===== config.mk =====
export PLATFORM = sky130hd
export DESIGN_NAME = divider_share_arbiter
export DESIGN_NICKNAME = d
export VERILOG_FILES = /design/src/rtl/divider_share_arbiter.sv
export SDC_FILE = /design/constraint.sdc
export NUM_CORES = 1
export LEC_CHECK = 0
export ABC_AREA = 1
export CAP_MARGIN = 20
export CELL_PAD_IN_SITES_DETAIL_PLACEMENT = 0
export CELL_PAD_IN_SITES_GLOBAL_PLACEMENT = 1
export CORE_UTILIZATION = 32
export CTS_BUF_LIST = sky130_fd_sc_hd__clkbuf_16
export DETAILED_ROUTE_END_ITERATION = 8
export MAX_ROUTING_LAYER = met4
export PLACE_DENSITY = 0.9
export SKIP_LAST_GASP = 1
export SLEW_MARGIN = 5
export SYNTH_ARGS = -nofsm -noshare
export SYNTH_HDL_FRONTEND = slang
export SYNTH_SLANG_ARGS = --single-unit

===== constraint.sdc =====
create_clock -name clk -period 4.25 [get_ports clk]
set_input_delay 0.85 -clock clk [delete_from_list [all_inputs] [get_ports clk]]
set_output_delay 0.85 -clock clk [all_outputs]
set_load 0.02 [all_outputs]

===== src/rtl/divider_share_arbiter.sv =====
// Two-requester front end for a shared combinational 16/8 array divider.
// Round-robin grant, registered operands to the array, fixed settle wait,
// then a held result with valid/ready and divide-by-zero / overflow flags.
module divider_share_arbiter #(
  parameter int NW         = 16,
  parameter int DW         = 8,
  parameter int SETTLE_CYC = 3
) (
  input  logic          clk,
  input  logic          rst,
  input  logic [1:0]    req_valid,
  output logic [1:0]    req_ready,
  input  logic [NW-1:0] req_n0,
  input  logic [DW-1:0] req_d0,
  input  logic [NW-1:0] req_n1,
  input  logic [DW-1:0] req_d1,
  output logic [NW-1:0] div_n,
  output logic [DW-1:0] div_d,
  input  logic [DW-1:0] div_q,
  input  logic [DW-1:0] div_r,
  output logic          rsp_valid,
  input  logic          rsp_ready,
  output logic          rsp_id,
  output logic [DW-1:0] rsp_q,
  output logic [DW-1:0] rsp_r,
  output logic          rsp_dz,
  output logic          rsp_ovf,
  output logic [15:0]   op_cnt
);

  localparam int CW = (SETTLE_CYC > 1) ? $clog2(SETTLE_CYC) : 1;

  typedef enum logic [1:0] {IDLE, SETTLE, HOLD} state_t;

  state_t          state, state_nxt;
  logic [CW-1:0]   cnt;
  logic            rr_last;
  logic            gnt_id;
  logic            acc;
  logic [NW-1:0]   n_sel;
  logic [DW-1:0]   d_sel;

  // Grant and operand select: requester 0 unless only 1 is valid or 1 is owed the turn
  always_comb begin
    req_ready = 2'b00;
    gnt_id    = 1'b0;
    acc       = 1'b0;
    if (state == IDLE && !rst) begin
      case (req_valid)
        2'b01:   begin gnt_id = 1'b0;     acc = 1'b1; end
        2'b10:   begin gnt_id = 1'b1;     acc = 1'b1; end
        2'b11:   begin gnt_id = ~rr_last; acc = 1'b1; end
        default: begin gnt_id = 1'b0;     acc = 1'b0; end
      endcase
      if (acc) req_ready[gnt_id] = 1'b1;
    end
    n_sel = gnt_id ? req_n1 : req_n0;
    d_sel = gnt_id ? req_d1 : req_d0;
  end

  // Next state: zero divisor skips the settle wait since the array output is unused
  always_comb begin
    state_nxt = state;
    case (state)
      IDLE:    if (acc) state_nxt = (d_sel == '0) ? HOLD : SETTLE;
      SETTLE:  if (cnt == '0) state_nxt = HOLD;
      HOLD:    if (rsp_ready) state_nxt = IDLE;
      default: state_nxt = IDLE;
    endcase
  end

  assign rsp_valid = (state == HOLD);

  // State register
  always_ff @(posedge clk or posedge rst) begin
    if (rst) state <= IDLE;
    else     state <= state_nxt;
  end

  // Operand latch, settle counter, result capture and completion counter
  always_ff @(posedge clk or posedge rst) begin
    if (rst) begin
      div_n   <= '0;
      div_d   <= '0;
      rsp_id  <= 1'b0;
      rsp_q   <= '0;
      rsp_r   <= '0;
      rsp_dz  <= 1'b0;
      rsp_ovf <= 1'b0;
      rr_last <= 1'b1;
      cnt     <= '0;
      op_cnt  <= '0;
    end else begin
      case (state)
        IDLE: if (acc) begin
          div_n   <= n_sel;
          div_d   <= d_sel;
          rsp_id  <= gnt_id;
          rr_last <= gnt_id;
          cnt     <= CW'(SETTLE_CYC - 1);
          if (d_sel == '0) begin
            rsp_q   <= '1;
            rsp_r   <= n_sel[DW-1:0];
            rsp_dz  <= 1'b1;
            rsp_ovf <= 1'b0;
          end else begin
            rsp_dz  <= 1'b0;
            rsp_ovf <= (n_sel[NW-1:DW] >= d_sel);
          end
        end
        SETTLE: begin
          if (cnt != '0) cnt <= cnt - 1'b1;
          else begin
            rsp_q <= div_q;
            rsp_r <= div_r;
          end
        end
        HOLD: if (rsp_ready) op_cnt <= op_cnt + 16'd1;
        default: ;
      endcase
    end
  end

endmodule


==> impl_metrics.csv <==
group,metric,value,unit
yosys,synthAdderAreaFrac,0.03584,
power,p_sw_frac,0.4030,
finish,final_util,0.4932,
yosys,syn_area,3491,um^2
setup_path,rrSetupSlack,1.65,ns
clock_network,postCtsSetupRepairBufs,0,
setup_path,r2r-start,"state[1]",
floorplanning,core_area,10460,um^2
clock_network,cts_tree,"yes",
sta,setup_viol_count_final,0,
setup_path,cp.required,3.40,ns
floorplanning,die-area,11330,um^2
placement,dp_hpwl,6784,um
worst_hold_path,hold_depth,2,
yosys,synth_top_family_by_area,"simple AND/OR/NAND/NOR gates",
global_route,grt_pass1_wl,14930,um
power,p_comb_frac,0.488,
route,ant_nets,0,
setup_path,rr_endpoint,"rsp_q[0]",
yosys,netlist_instances,413,
setup_path,critical_path_class,"input pin to output port",
clock_network,cts_max_level,3,
power,vdd_drop_max,0.0003125,V
power,p_int,0.001925,W
yosys,syn_nets,492,
sta,hold_viol_final,0,
sta,slew_viol_final,0,
route,wl_per_cell,12.87,um
yosys,yosys.area_share.xor_xnor,0.03011,
run,maxCapViolations,0,
setup_path,crit_arrival,2.63,ns
clock_network,clock_latency,0.32,ns
yosys,yosysWarnings,0,
sta,rsz0062_at_grt,"false",
placement,port_buffers,130,
global_route,grt_pass1_vias,3137,
global_route,grt_max_degree,65,
worst_hold_path,hold_path_class,"register to register",
clock_network,cts_buffers,9,
sta,worstMarginPinSlew,0.8073,ns
yosys,synth_cell_types,38,
setup_path,crit_fanout,24,
floorplanning,rows,37,
global_route,gr-usage-all-layers,0.1727,
setup_path,reg2reg_depth,9,
yosys,syn_area_per_cell,8.452,um^2
route,vias_per_cell,4.491,
worst_hold_path,hp-start,"rr_last",
power,power_frac_seq,0.311,
yosys,yosysSeqAreaShare,0.4591,
finish,drive_gt1_frac,0.1423,
power,p_per_area,624.8,nW/um^2
finish,nets,622,
clock_network,clock_sinks,64,
finish,syn_to_final_growth,47.81,%
finish,num_antenna_cells,0,
route,wl,8800,um
setup_path,end_kind,"output port",
run_status,outcome,"complete, no violations",
clock_network,root_buffer,"clkbuf_16",
sta,fmax,0.2877,GHz
power,clock_power_share,0.201,
global_route,overflow,0,
yosys,ys_seq_elements,64,
route,vias,3072,
global_route,antenna_found_initial,0,
route,post-route-drc-count,0,
setup_path,cp-start-kind,"input pin",
sta,holdWs,0.4580,ns
yosys,synthSimpleGateAreaFrac,0.3244,
sta,slew_headroom,0.4618,
floorplanning,num_io_pins,131,
sta,fin_crit_sh,0.8179,
sta,fin_crit,3.476,ns
yosys,synth_compound_area_frac,0.07778,
route,drt_first_pass_iters,5,
sta,clock_skew,0.007035,ns
clock_network,holdBufCountCts,0,
clock_network,cts.path.max_buffers,2,
clock_network,clkTransAtPathRegs,0.05,ns
power,p_sw,0.001299,W
power,total_leakage_power,2.472,nW
floorplanning,die_h,106.4,um
clock_network,postCtsResizedCells,0,
floorplanning,fp.dieW,106.4,um
floorplanning,initial_core_util,0.3337,
power,power,0.003224,W
yosys,muxShareOfSynthArea,0.006093,
route,drt-initial-drc-count,109,
worst_hold_path,holdPathEnd,"rr_last",
sta,setup_tns,0,ns
placement,place_congestion,0.8264,
[how the worst max path moves through the flow]
stage                       from      endpoint  slack, ns  cells past startpoint
finish              req_valid[0]  req_ready[1]       0.77                      5
global route        req_valid[0]  req_ready[1]       0.70                      5
CTS                 req_valid[0]  req_ready[1]       0.79                      5
detailed placement  req_valid[0]  req_ready[1]       0.80                      5
global placement    req_valid[0]  req_ready[1]       0.84                      5
floorplan                    rst  req_ready[0]       0.19                      6
[cells in the final DEF, fill, tap and decap left out, drive strengths merged, types with 4 or more instances in the layout]
cell type,synthesis,layout
nor2,19,19
clkdlybuf4s50,0,130
a21oi,4,4
ha,10,10
clkbuf,2,9
o21ai,35,35
xor2,6,6
dfrtp,63,63
nand2,154,154
nand3,26,26
inv,40,41
xnor2,6,6
nor3,6,6
or2,17,17
[sequential cells by signal (all words and copies together) (netlist names), 2 cells and up]
| register | flops |
|---|---|
| op_cnt | 16 |
| div_d | 8 |
| div_n | 16 |
| rsp_r | 8 |
| state | 2 |
| cnt | 2 |
| rsp_q | 8 |
[synth_stat cells (all sizes together)]
| master | number | area share |
|---|---|---|
| nand2 | 154 | 0.20 |
| dfrtp | 63 | 0.45 |
| inv | 40 | 0.043 |
| o21ai | 35 | 0.051 |
| nand3 | 26 | 0.037 |
| nor2 | 19 | 0.039 |
| or2 | 17 | 0.030 |
| buf | 11 | 0.022 |
| ha | 10 | 0.036 |
| nor3 | 6 | 0.010 |
| xnor2 | 6 | 0.015 |
| xor2 | 6 | 0.015 |
| a21oi | 4 | 0.0057 |
| nand4 | 3 | 0.0054 |
| o21bai | 3 | 0.0065 |
| a211oi | 2 | 0.0079 |
| clkbuf | 2 | 0.0022 |
| a22oi | 1 | 0.0022 |
| dfstp | 1 | 0.0075 |
| mux2 | 1 | 0.0032 |
| mux2i | 1 | 0.0029 |
| o21a | 1 | 0.0022 |
| o31ai | 1 | 0.0022 |
[per-stage QoR]
step	cell area (um^2)	instances	setup slack [ns]
floorplan	3491	413	0.1868
global placement	4895	668	0.8410
detailed placement	4895	668	0.8019
CTS	5160	684	0.7905
global route	5160	684	0.7019
finish	5160	684	0.7738
[logic make-up (layout without fill, tap and decap cells)]
kind of cell | Yosys count | in the layout
muxes | 2 | 2
DFF | 64 | 64
xor gates and xnor gates | 12 | 12
and+or+nand+nor | 225 | 225
buffers and inverters | 53 | 188
AOI/OAI and AO/OA | 47 | 47
adders and majority gates | 10 | 10
[final cells by class]
class / count / area (um^2)
clock buffer: 9 / 225.2
clock inverter: 7 / 40.04
fill: 1065 / 5303
inverter: 40 / 150.1
multi-input combinational: 296 / 1655
sequential: 64 / 1603
tap: 136 / 170.2
timing repair buffer: 132 / 1316
[per-layer routing]
layer / GRT usage / wire length (um) / part of all wire / vias to the layer above
met5: - / 0 / 0 / -
met1: 0.2164 / 4066 / 0.46 / 1385
met3: 0.04047 / 498 / 0.057 / 14
met4: 0.05088 / 121 / 0.014 / 0
met2: 0.2783 / 4114 / 0.47 / 102
li1: - / - / - / 1571
[critical path, cell delays in order]
cell and delay (ns):
clkdlybuf4s50_1 0.42, nand2_1 0.07, nand2_1 0.20, nor2_8 0.39, clkdlybuf4s50_1 0.68
[power groups by stage]
stage	Clock, W	Combinational, W	Sequential (W)
after floorplan	0	0.000695	0.00125
after global placement	0	0.00155	0.00101
after detailed placement	0	0.00159	0.00101
after CTS	0.000669	0.00160	0.00100
after global routing	0.000695	0.00174	0.00103
final	0.000648	0.00157	0.00100
(Power assumes the default switching activity.)
